===== src/rtl/i2c_regfile_target.sv =====
// I2C target exposing a byte register file to an external controller.
// The topmost RO_COUNT registers are read-only and are sourced from status_in.
`timescale 1ns/1ps
module i2c_regfile_target #(
  parameter logic [6:0] DEV_ADDR = 7'h42,
  parameter int         REGCOUNT = 20,
  parameter int         RO_COUNT = 4
) (
  input  logic                    clock,
  input  logic                    reset,
  input  logic                    scl_in,
  input  logic                    sda_in,
  output logic                    sda_oe,
  input  logic [8*RO_COUNT-1:0]   status_in,
  output logic [8*REGCOUNT-1:0]   registers_packed,
  output logic                    wr_strobe,
  output logic [6:0]              wr_addr,
  output logic                    busy
);

  localparam int         RO_BASE    = REGCOUNT - RO_COUNT;
  localparam logic [6:0] LAST_IDX   = 7'(REGCOUNT - 1);
  localparam logic [7:0] REGCOUNT_B = 8'(REGCOUNT);
  localparam logic [7:0] RO_BASE_B  = 8'(RO_BASE);

  typedef enum logic [3:0] {
    IDLE      = 4'd0,
    ADDR      = 4'd1,
    ADDR_ACK  = 4'd2,
    PTR       = 4'd3,
    PTR_ACK   = 4'd4,
    WDATA     = 4'd5,
    WDATA_ACK = 4'd6,
    RDATA     = 4'd7,
    RDATA_ACK = 4'd8,
    IGNORE    = 4'd9
  } state_t;

  function automatic logic [6:0] next_ptr(input logic [6:0] p);
    return (p == LAST_IDX) ? 7'd0 : p + 7'd1;
  endfunction

  logic [2:0] scl_sync_r;
  logic [2:0] sda_sync_r;
  logic       scl_s;
  logic       sda_s;
  logic       scl_rise_s;
  logic       scl_fall_s;
  logic       start_s;
  logic       stop_s;
  logic       is_ro_s;
  logic [7:0] rd_byte_s;

  state_t     state_r;
  logic [3:0] bit_cnt_r;
  logic [7:0] shift_r;
  logic [7:0] tx_r;
  logic [6:0] ptr_r;
  logic       rw_r;
  logic       ack_r;

  // Pad synchronizers; bit 1 is the synchronized level, bit 2 its delayed copy.
  always_ff @(posedge clock) begin
    if (reset) begin
      scl_sync_r <= 3'b111;
      sda_sync_r <= 3'b111;
    end else begin
      scl_sync_r <= {scl_sync_r[1:0], scl_in};
      sda_sync_r <= {sda_sync_r[1:0], sda_in};
    end
  end

  assign scl_s      = scl_sync_r[1];
  assign sda_s      = sda_sync_r[1];
  assign scl_rise_s = scl_sync_r[1] & ~scl_sync_r[2];
  assign scl_fall_s = ~scl_sync_r[1] & scl_sync_r[2];
  assign start_s    = scl_s & ~sda_sync_r[1] & sda_sync_r[2];
  assign stop_s     = scl_s & sda_sync_r[1] & ~sda_sync_r[2];
  assign is_ro_s    = ({1'b0, ptr_r} >= RO_BASE_B);

  // Read-side mux: writable registers below RO_BASE, status bytes above.
  always_comb begin
    rd_byte_s = 8'h00;
    for (int i = 0; i < RO_BASE; i++) begin
      rd_byte_s = rd_byte_s | ((ptr_r == 7'(i)) ? registers_packed[8*i +: 8] : 8'h00);
    end
    for (int k = 0; k < RO_COUNT; k++) begin
      rd_byte_s = rd_byte_s | ((ptr_r == 7'(RO_BASE + k)) ? status_in[8*k +: 8] : 8'h00);
    end
  end

  // Protocol FSM: START beats STOP beats SCL edges; sda_oe moves on SCL falls.
  always_ff @(posedge clock) begin
    if (reset) begin
      state_r          <= IDLE;
      bit_cnt_r        <= 4'd0;
      shift_r          <= 8'h00;
      tx_r             <= 8'h00;
      ptr_r            <= 7'd0;
      rw_r             <= 1'b0;
      ack_r            <= 1'b1;
      sda_oe           <= 1'b0;
      wr_strobe        <= 1'b0;
      wr_addr          <= 7'd0;
      busy             <= 1'b0;
      registers_packed <= {(8*REGCOUNT){1'b0}};
    end else begin
      wr_strobe <= 1'b0;
      if (start_s) begin
        state_r   <= ADDR;
        bit_cnt_r <= 4'd0;
        sda_oe    <= 1'b0;
      end else if (stop_s) begin
        state_r   <= IDLE;
        bit_cnt_r <= 4'd0;
        sda_oe    <= 1'b0;
        busy      <= 1'b0;
      end else if (scl_rise_s) begin
        case (state_r)
          ADDR, PTR, WDATA: begin
            shift_r   <= {shift_r[6:0], sda_s};
            bit_cnt_r <= bit_cnt_r + 4'd1;
          end
          RDATA:     bit_cnt_r <= bit_cnt_r + 4'd1;
          RDATA_ACK: ack_r     <= sda_s;
          default: ;
        endcase
      end else if (scl_fall_s) begin
        case (state_r)
          ADDR: begin
            if (bit_cnt_r == 4'd8) begin
              if (shift_r[7:1] == DEV_ADDR) begin
                state_r <= ADDR_ACK;
                rw_r    <= shift_r[0];
                sda_oe  <= 1'b1;
                busy    <= 1'b1;
              end else begin
                state_r <= IGNORE;
              end
            end
          end
          ADDR_ACK: begin
            bit_cnt_r <= 4'd0;
            if (rw_r) begin
              state_r <= RDATA;
              sda_oe  <= ~rd_byte_s[7];
              tx_r    <= {rd_byte_s[6:0], 1'b0};
            end else begin
              state_r <= PTR;
              sda_oe  <= 1'b0;
            end
          end
          PTR: begin
            if (bit_cnt_r == 4'd8) begin
              if (shift_r < REGCOUNT_B) begin
                ptr_r   <= shift_r[6:0];
                sda_oe  <= 1'b1;
                state_r <= PTR_ACK;
              end else begin
                state_r <= IGNORE;
              end
            end
          end
          PTR_ACK: begin
            sda_oe    <= 1'b0;
            bit_cnt_r <= 4'd0;
            state_r   <= WDATA;
          end
          WDATA: begin
            if (bit_cnt_r == 4'd8) begin
              sda_oe  <= 1'b1;
              state_r <= WDATA_ACK;
            end
          end
          WDATA_ACK: begin
            sda_oe    <= 1'b0;
            bit_cnt_r <= 4'd0;
            state_r   <= WDATA;
            ptr_r     <= next_ptr(ptr_r);
            // Read-only slots still ACK, but the byte is dropped without a strobe.
            if (!is_ro_s) begin
              for (int i = 0; i < RO_BASE; i++) begin
                if (ptr_r == 7'(i)) registers_packed[8*i +: 8] <= shift_r;
              end
              wr_strobe <= 1'b1;
              wr_addr   <= ptr_r;
            end
          end
          RDATA: begin
            if (bit_cnt_r == 4'd8) begin
              sda_oe  <= 1'b0;
              ptr_r   <= next_ptr(ptr_r);
              state_r <= RDATA_ACK;
            end else begin
              sda_oe <= ~tx_r[7];
              tx_r   <= {tx_r[6:0], 1'b0};
            end
          end
          RDATA_ACK: begin
            bit_cnt_r <= 4'd0;
            if (!ack_r) begin
              state_r <= RDATA;
              sda_oe  <= ~rd_byte_s[7];
              tx_r    <= {rd_byte_s[6:0], 1'b0};
            end else begin
              state_r <= IGNORE;
              sda_oe  <= 1'b0;
            end
          end
          default: ;
        endcase
      end
    end
  end

endmodule

===== config.mk =====
export PLATFORM = sky130hd
export DESIGN_NAME = i2c_regfile_target
export DESIGN_NICKNAME = d
export VERILOG_FILES = /design/src/rtl/i2c_regfile_target.sv
export SDC_FILE = /design/constraint.sdc
export NUM_CORES = 1
export LEC_CHECK = 0
export ABC_CLOCK_PERIOD_IN_PS = 2400
export CAP_MARGIN = 10
export CORE_AREA = 2 2 138 166
export CTS_CLUSTER_DIAMETER = 50
export DETAILED_ROUTE_END_ITERATION = 8
export DIE_AREA = 0 0 140 168
export PLACE_DENSITY = 0.64
export SYNTH_ARGS = -nofsm -noshare
export SYNTH_HDL_FRONTEND = slang
export SYNTH_SLANG_ARGS = --single-unit
export TNS_END_PERCENT = 50

===== constraint.sdc =====
create_clock -name clock -period 2.4 [get_ports clock]
set_clock_uncertainty 0.1 [all_clocks]
set_input_delay 0.48 -clock clock [delete_from_list [all_inputs] [get_ports clock]]
set_output_delay 0.48 -clock clock [all_outputs]
set_load 0.03 [all_outputs]

==> impl_metrics.json, run 1 <==
{
  "outcome": "finished with violations",
  "violations": "design-rule violations",
  "wl_per_cell_um": 22.2,
  "path_clk_slew_ns": 0.08,
  "crit_type": "flip-flop to flip-flop",
  "hold_class": "flip-flop to flip-flop",
  "syn_to_final_growth_pct": 31.9,
  "cts_inserted_buffers": 17,
  "clkPwrFrac_pct": 46.8,
  "worstSetupStartpoint": "ptr_r[2]",
  "ff_latch_area_mm2": 0.00353,
  "die_h_um": 168,
  "drt-total-wl_um": 35100,
  "antenna_cells": 0,
  "start_util_pct": 39.0,
  "dp_hpwl_um": 25300,
  "min_from": "scl_sync_r[0]",
  "power.total_uw": 5950,
  "fmax_ghz": 0.430,
  "fin_crit_ns": 2.33,
  "grt_pass1_wl_um": 51700,
  "antenna_found_initial": 0,
  "mostFrequentLayoutCell": "nand2_1",
  "required_ns": 2.65,
  "die_w_um": 140,
  "ys_async_sr_fraction_pct": 0,
  "ios": 206,
  "remaining_drc_errors": 8,
  "synth_area_per_cell_um2": 7.72,
  "cp_max_fo": 9,
  "peakVddDrop_mv": 0.480,
  "critPathTopFamily": "compound AO/OA/AOI/OAI gates",
  "drive_gt1_share_pct": 11.2,
  "htree_levels": 4,
  "rows": 60,
  "cp.arrival_ns": 2.58,
  "grt_max_degree": 57,
  "die_area_mm2": 0.0235,
  "cts_hold_buf": 0,
  "drt_iter0_drc": 963,
  "setup_violations": 0,
  "setup.worst_path.end_class": "flip-flop",
  "swShare_pct": 26.0,
  "fp.coreArea_mm2": 0.0221,
  "yosysWarnings": 0,
  "tns_ns": 0,
  "yosysUniqueCellTypes": 60,
  "seqPwrFrac_pct": 49.2,
  "final_cells": 1579,
  "p_int_uw": 4400,
  "switchingPower_uw": 1550,
  "cp_num_buf_inv": 0,
  "syn-instance-count": 1117,
  "cap_viol_max_count": 0,
  "rsz0062_at_grt": "false",
  "cts_tree": "yes",
  "max_stage_delay_ns": 0.55,
  "p_leak_uw": 0.00389,
  "synth_ff_type": "dfxtp_1",
  "fin_util_pct": 51.4,
  "path_cells": "nor2_1 > and2_4 > a22o_1 > a2111oi_4 > a31oi_1 > a211oi_1",
  "timing.rr.start": "ptr_r[2]",
  "fin_nets": 1332,
  "synth-seq-cells": 176,
  "syn_area_mm2": 0.00863,
  "dr.pass1.iters": 9,
  "gr-total-overflow": 0,
  "power_density_mw_per_mm2": 523,
  "multiInputGateArea_mm2": 0.00461,
  "cts.sinks": 176,
  "slew_violations": 0,
  "pwr-share-comb_pct": 4.0,
  "final_cell_mix": "nand2_1 (316), clkdlybuf4s50_1 (172), dfxtp_1 (170), a21oi_1 (149), buf_4 (63)",
  "placed_cells": 1546,
  "clock_latency_ns": 0.44,
  "globalplace.congestion": 0.966,
  "synth_seq_area_share_pct": 40.8,
  "finalCritPeriodShare_pct": 97.0,
  "clock_path_buffers": 2,
  "finalHoldViolations": 0,
  "vias_per_cell": 5.71,
  "n_fill_cell": 2133,
  "grt_use_total_pct": 29.1,
  "vias": 9021,
  "relSlewSlack_pct": 56.6,
  "critPathLaunchType": "flip-flop",
  "tightest_slew_ns": 0.651,
  "port_buffers": 173,
  "ant_nets": 0,
  "cts_root_buf": "clkbuf_16",
  "slowest_stage": "dfxtp_1",
  "grt_pass1_vias": 8463,
  "synth_edf_count": 0
}
==> path summary, 6_finish.rpt <==
path                   endpoint  slack (ns)  cells past startpoint
hold reg to reg   scl_sync_r[1]        0.32                      1
setup / recovery         sda_oe        0.07                      6
setup reg to reg         sda_oe        0.07                      6
hold / removal    scl_sync_r[1]        0.32                      1
==> kinds of logic (layout without fill, tap and decap cells) <==
group / Yosys count / count (layout) / synth area share (%)
xor+xnor: 6 / 6 / 0.609
compound gates: 276 / 276 / 20.2
other cells: 1 / 32 / 0.0435
buf+inv: 130 / 281 / 8.19
mux: 12 / 12 / 1.39
simple gates: 507 / 508 / 27.4
fa+ha+maj: 9 / 9 / 1.31
flops: 176 / 176 / 40.8
==> power groups by stage <==
stage / Combinational [uW] / Clock, uW / Sequential (uW)
2_1_floorplan: 176 / 0 / 2990
3_3_place_gp: 235 / 0 / 3000
3_5_place_dp: 234 / 0 / 3000
4_1_cts: 234 / 2800 / 2930
5_1_grt: 250 / 2930 / 2930
6_report: 238 / 2790 / 2930
==> sequential cells by signal, indices dropped and copies added (netlist names) <==
name and cells:
wr_strobe 1, ack_r 1, registers_packed 128, rw_r 1, wr_addr 7, sda_sync_r 3
scl_sync_r 3, shift_r 8, ptr_r 7, busy 1, state_r 4, sda_oe 1
bit_cnt_r 4, tx_r 7
==> through the flow <==
step	worst slack, ns	hold WS [ns]	instance area (um2)
6_report	0.0723	0.315	11400
5_1_grt	0.0182	0.332	11400
4_1_cts	0.0575	0.322	11300
3_5_place_dp	-0.322	0.304	10700
3_3_place_gp	-0.281	0.293	10700
2_1_floorplan	0.274	0.289	8740
==> Yosys cell counts, drive strengths merged (10+ instances only) <==
cell,instances,share of area (%)
o21ai,16,0.93
buf,77,5.9
a21oi,149,8.6
and2,19,1.4
a22o,11,1.1
nand3,35,2.0
nor3,16,0.99
clkbuf,43,1.9
a22oi,30,2.6
nor2b,18,1.3
nand4,14,1.0
dfxtp,176,41
nand2,316,14
mux2i,12,1.4
inv,10,0.43
nor2,47,2.6
a32oi,21,2.1
==> cell type report <==
type | instances | share of cell area, %
Inverter | 10 | 0.330
Clock inverter | 14 | 1.43
Tap cell | 279 | 3.07
Timing Repair Buffer | 239 | 19.9
Multi-Input combinational cell | 843 | 40.5
Sequential cell | 176 | 31.0
Clock buffer | 18 | 3.77
==> what timing repair did <==
action,in CTS,in global routing
gates resized for setup,7,19
pin swaps,1,1
gates cloned,0,1
setup endpoints to repair,4,31
setup buffers,0,0
==> layer usage <==
layer / global-route usage, % / vias to the layer above / wire, um
met5: 0 / - / 0
met4: 14.3 / 0 / 1750
met3: 4.58 / 92 / 2710
met2: 49.3 / 522 / 16900
met1: 36.1 / 4258 / 13700
li1: - / 4149 / -
Power figures use the tool's default switching activity.
==> inputs of run 2 (changes only) <==
Settings changed: CELL_PAD_IN_SITES_DETAIL_PLACEMENT set to 2, CELL_PAD_IN_SITES_GLOBAL_PLACEMENT set to 2, CORE_AREA 2 2 138 166 to 2 2 164 198, DIE_AREA 0 0 140 168 to 0 0 166 200, PLACE_DENSITY 0.64 to 0.77.
==> run 2 against run 1 <==
The run now ends clean. Routed wire length increased by 23%. Largest cell class unchanged. Utilization is 14 points lower. Cell count up 8.4%. Global-route usage decreased by 3.3 points. Via count is 2.3% higher. Combinational power grew 5%. Power rose by 5.9%. Hold slack got worse by 0.0027 ns. Non-clock buffer count is 13 higher. Design area grew 2.9%. Clock-buffer cell count did not move.
==> impl_metrics.json, run 2 (synthesis gave the netlist of run 1 again) <==
{
  "final_cells": 1712,
  "grt_pass1_vias": 9967,
  "power_density_mw_per_mm2": 538,
  "setup_violations": 0,
  "r2r_slack_ns": 0.07,
  "finalHoldViolations": 0,
  "path_clk_slew_ns": 0.07,
  "antenna_cells": 0,
  "grt_max_degree": 73,
  "die_w_um": 166,
  "min_to": "scl_sync_r[1]",
  "start_util_pct": 27.7,
  "port_buffers": 173,
  "rows": 71,
  "grt_use_total_pct": 25.8,
  "cts.sinks": 176,
  "drt_iter0_drc": 613,
  "clock_path_buffers": 2,
  "critPathLaunchType": "flip-flop",
  "fin_crit_ns": 2.33,
  "p_leak_uw": 0.00399,
  "power.total_uw": 6300,
  "cp.arrival_ns": 2.54,
  "fin_nets": 1344,
  "cts_inserted_buffers": 17,
  "path_cells": "nor3_1 > a21oi_1 > a311oi_2 > and4_4 > nor2_1 > a311oi_1",
  "gr-total-overflow": 0,
  "mostFrequentLayoutCell": "nand2_1",
  "top_regs": "registers_packed: 128 flops, shift_r: 8 flops",
  "r2r_cells": 6,
  "ant_nets": 0,
  "fmax_ghz": 0.429,
  "largest-register": "registers_packed",
  "outcome": "finished, final reports clean",
  "clock_latency_ns": 0.45,
  "peakVddDrop_mv": 0.362,
  "slew_violations": 0,
  "dp_hpwl_um": 31500,
  "cap_viol_max_count": 0,
  "htree_levels": 4,
  "timing.rr.start": "shift_r[5]",
  "remaining_drc_errors": 0,
  "cp_max_fo": 11,
  "slowest_stage": "a311oi_2",
  "min_from": "scl_sync_r[0]",
  "ios": 206,
  "vias_per_cell": 5.39,
  "drive_gt1_share_pct": 11.8,
  "critPathTopFamily": "compound AO/OA/AOI/OAI gates",
  "crit_type": "flip-flop to flip-flop",
  "setup.worst_path.end_class": "flip-flop",
  "required_ns": 2.61,
  "antenna_found_initial": 0,
  "finalCritPeriodShare_pct": 97.1,
  "placed_cells": 1679,
  "dr.pass1.iters": 6,
  "final_cell_mix": "nand2_1 (316), clkdlybuf4s50_1 (172), dfxtp_1 (171), a21oi_1 (149), buf_4 (72)",
  "grt_pass1_wl_um": 64200,
  "globalplace.congestion": 0.928,
  "syn_to_final_growth_pct": 35.7,
  "relSlewSlack_pct": 66.6,
  "cp_num_buf_inv": 0,
  "whs_path_depth": 1,
  "max_stage_delay_ns": 0.45,
  "drt-total-wl_um": 43200,
  "cts_root_buf": "clkbuf_16",
  "die_area_mm2": 0.0332,
  "wl_per_cell_um": 25.2,
  "worstSetupStartpoint": "shift_r[5]",
  "vias": 9230,
  "hold_class": "flip-flop to flip-flop",
  "die_h_um": 200,
  "cts_tree": "yes",
  "fp.coreArea_mm2": 0.0312,
  "rr_endpoint": "ptr_r[1]",
  "largest_register_ff_count": 128,
  "tightest_slew_ns": 0.498
}
run 2: cell types whose count changed in the layout (fill, tap and decap cells not counted), moves of 2 or more:
| cell | change |
|---|---|
| buf_12 | +5 |
| a2111oi_4 | -2 |
| inv_8 | -3 |
| a2111oi_2 | +2 |
| buf_4 | +9 |
| clkinv_8 | -4 |
| bufinv_16 | +4 |
| and2_1 | +2 |
run 2: where the power goes:
group / total, uW / internal, uW / switching, uW
clock: 3120 / 1790 / 1330
sequential: 2930 / 2920 / 5.72
combinational: 249 / 77.5 / 171
total: 6300 / 4790 / 1510
run 2: cell type report:
class,count,area (um2)
Clock buffer,18,439
Clock inverter,13,200
Fill cell,3511,19500
Inverter,10,37.5
Multi-Input combinational cell,842,4580
Sequential cell,176,3530
Tap cell,401,502
Timing Repair Buffer,252,2420
run 2: metal layers:
metal | GRT usage, % | up-vias | wire length, um
li1 | - | 4139 | -
met3 | 3.82 | 96 | 1860
met5 | 0 | - | 0
met1 | 30.5 | 4668 | 17800
met4 | 14.4 | 0 | 2190
met2 | 45.1 | 327 | 21300
run 2: repair_timing:
action,CTS,global route
hold endpoints to repair,0,0
gates resized for setup,7,13
buffers inserted,1,1
setup endpoints to repair,24,37
pin swaps,1,1
hold buffers,0,0
run 2: worst max path at each step:
| stage | cells past startpoint | slack, ns | to |
|---|---|---|---|
| 3_5_place_dp | 8 | -0.37 | tx_r[7] |
| 4_1_cts | 10 | 0.005 | registers_packed[46] |
| 2_1_floorplan | 8 | 0.27 | tx_r[1] |
| 5_1_grt | 6 | -0.01 | ptr_r[1] |
| 6_report | 6 | 0.07 | ptr_r[1] |
| 3_3_place_gp | 8 | -0.34 | tx_r[7] |
run 2: per-stage QoR:
| stage | cell area, um2 | setup slack (ns) | TNS, ns | hold WS, ns | utilization, % |
|---|---|---|---|---|---|
| finish | 11700 | 0.0688 | 0 | 0.313 | 37.6 |
| CTS | 11700 | 0.00546 | 0 | 0.317 | 37.4 |
| floorplan | 8740 | 0.274 | 0 | 0.289 | - |
| global route | 11700 | -0.0103 | -0.0103 | 0.342 | 37.6 |
| global placement | 11000 | -0.336 | -0.336 | 0.296 | 35.3 |
| detailed placement | 11000 | -0.365 | -0.551 | 0.299 | 35.3 |
==> inputs of run 3 (changes only) <==
Settings changed: PLACE_DENSITY 0.77 to 0.86.
==> run 3 against run 2 <==
Sequential share of layout area rose by 0.082 points. Design area fell by 0.23%. Critical path depth rose by 3. Combinational power rose by 2%. Utilization fell by 0.088 points. Sequential power barely moved. Power fell by 5.1%. Critical endpoint is now tx_r[7]. Highest routed layer unchanged.
==> impl_metrics.json, run 3 (synthesis gave the netlist of run 1 again) <==
{
  "drt_iter0_drc": 653,
  "die_w_um": 166,
  "die_h_um": 200,
  "cp.arrival_ns": 2.61,
  "fmax_ghz": 0.421,
  "rsz0062_at_grt": "true",
  "clock_latency_ns": 0.45,
  "r2r_slack_ns": 0.03,
  "syn_to_final_growth_pct": 35.4,
  "dp_hpwl_um": 31600,
  "fin_nets": 1350,
  "path_clk_slew_ns": 0.07,
  "cts.sinks": 176,
  "grt.busiest_layer": "met2",
  "mostFrequentLayoutCell": "nand2_1",
  "cp_max_fo": 13,
  "start_util_pct": 27.7,
  "globalplace.congestion": 0.891,
  "met3_usage_pct": 3.98,
  "largest_register_ff_count": 128,
  "required_ns": 2.64,
  "slew_violations": 0,
  "power_density_mw_per_mm2": 512,
  "drt-total-wl_um": 44000,
  "crit_type": "flip-flop to flip-flop",
  "tns_ns": 0,
  "cts_tree": "yes",
  "antenna_cells": 0,
  "outcome": "finished, final reports clean",
  "top_regs": "registers_packed: 128 flops, shift_r: 8 flops",
  "r2r_cells": 9,
  "use_met1_pct": 30.5,
  "vias_per_cell": 5.54,
  "hold_ws_ns": 0.318,
  "wl_per_cell_um": 25.6,
  "dr.pass1.iters": 5,
  "setup.worst_path.end_class": "flip-flop",
  "p_leak_uw": 0.00400,
  "min_from": "sda_sync_r[0]",
  "drive_gt1_share_pct": 13.1,
  "gr-total-overflow": 0,
  "timing.rr.start": "ptr_r[1]",
  "tightest_slew_ns": 0.919,
  "fin_crit_ns": 2.37,
  "cts_root_buf": "clkbuf_16",
  "final_cell_mix": "nand2_1 (316), clkdlybuf4s50_1 (172), dfxtp_1 (168), a21oi_1 (148), buf_4 (79)",
  "vias": 9521,
  "whs_path_depth": 1,
  "grt_max_degree": 64,
  "critPathLaunchType": "flip-flop",
  "remaining_drc_errors": 0,
  "cts_hold_buf": 0,
  "ios": 206,
  "hold_class": "flip-flop to flip-flop",
  "ant_nets": 0,
  "power.total_uw": 5980,
  "relSlewSlack_pct": 38.7,
  "fin_area_mm2": 0.0117,
  "grt_use_total_pct": 25.9,
  "port_buffers": 173,
  "peakVddDrop_mv": 0.423,
  "rows": 71,
  "setup_ws_ns": 0.0258,
  "setup_violations": 0,
  "cap_viol_max_count": 0,
  "dp_slack_ns": -0.494,
  "grt_pass1_wl_um": 65100,
  "antenna_found_initial": 0,
  "die_area_mm2": 0.0332,
  "min_to": "sda_sync_r[1]",
  "fp.coreArea_mm2": 0.0312,
  "clock_path_buffers": 2,
  "htree_levels": 4,
  "finalCritPeriodShare_pct": 98.9,
  "place_area_mm2": 0.0110,
  "finalHoldViolations": 0,
  "largest-register": "registers_packed",
  "grt_use_met2_pct": 45.9,
  "rr_endpoint": "tx_r[7]",
  "grt_pass1_vias": 10120,
  "cts_inserted_buffers": 17
}
[run 3: cell count changes in the layout (fill, tap and decap cells not counted), moves of 3 or more]
cell       change
and2_1         -4
buf_12         -3
buf_4          +7
bufinv_16      -4
clkinv_4       -3
dfxtp_1        -3
dfxtp_2        +4
inv_8          +3
[run 3: worst max path at each step]
| stage | from | end | slack, ns | cells past startpoint |
|---|---|---|---|---|
| floorplan | ptr_r[0] | tx_r[1] | 0.27 | 8 |
| global placement | ptr_r[0] | tx_r[7] | -0.50 | 8 |
| detailed placement | ptr_r[0] | tx_r[7] | -0.49 | 8 |
| CTS | ptr_r[1] | tx_r[7] | 0.003 | 9 |
| global route | ptr_r[0] | registers_packed[64] | -0.04 | 8 |
| finish | ptr_r[1] | tx_r[7] | 0.03 | 9 |
[run 3: report_power, final]
part	switching [uW]	leakage [uW]	internal, uW
logic	172	0.00230	81.8
registers	6.48	0.00142	2920
clock network	1400	0.000272	1400
total	1580	0.00400	4400
[run 3: metal layers]
layer,up-vias,wire length [um]
met3,105,2440
met2,427,22200
li1,4167,-
met4,0,2180
met1,4822,17200
met5,-,0
[run 3: repair_timing]
action / in CTS / in global routing
endpoints found under the setup margin: 6 / 93
pin swaps: 1 / 6
buffers inserted: 0 / 4
gates resized for setup: 14 / 21
[run 3: stage by stage]
step | utilization, % | instances
after floorplan | - | 1148
after global placement | 35.2 | 1683
after detailed placement | 35.2 | 1683
after CTS | 37.2 | 1715
after global routing | 37.5 | 1719
final | 37.5 | 1719
[run 3: layout make-up]
cell class	instances	area [um2]
multi-input cells	842	4610
clock buffers	18	439
inverters	10	37.5
flip-flops and latches	176	3530
fillers	3492	19500
repair buffers	258	2440
well taps	401	502
clock inverters	14	121
[run 3: worst max-delay path, cell delays in order, from the launching register on]
cell	delay, ns
dfxtp_2	0.37
inv_1	0.07
ha_1	0.20
nor4b_2	0.17
buf_4	0.21
nand3_1	0.25
nand4_1	0.24
nor4_4	0.31
and4_1	0.28
nor3_1	0.05
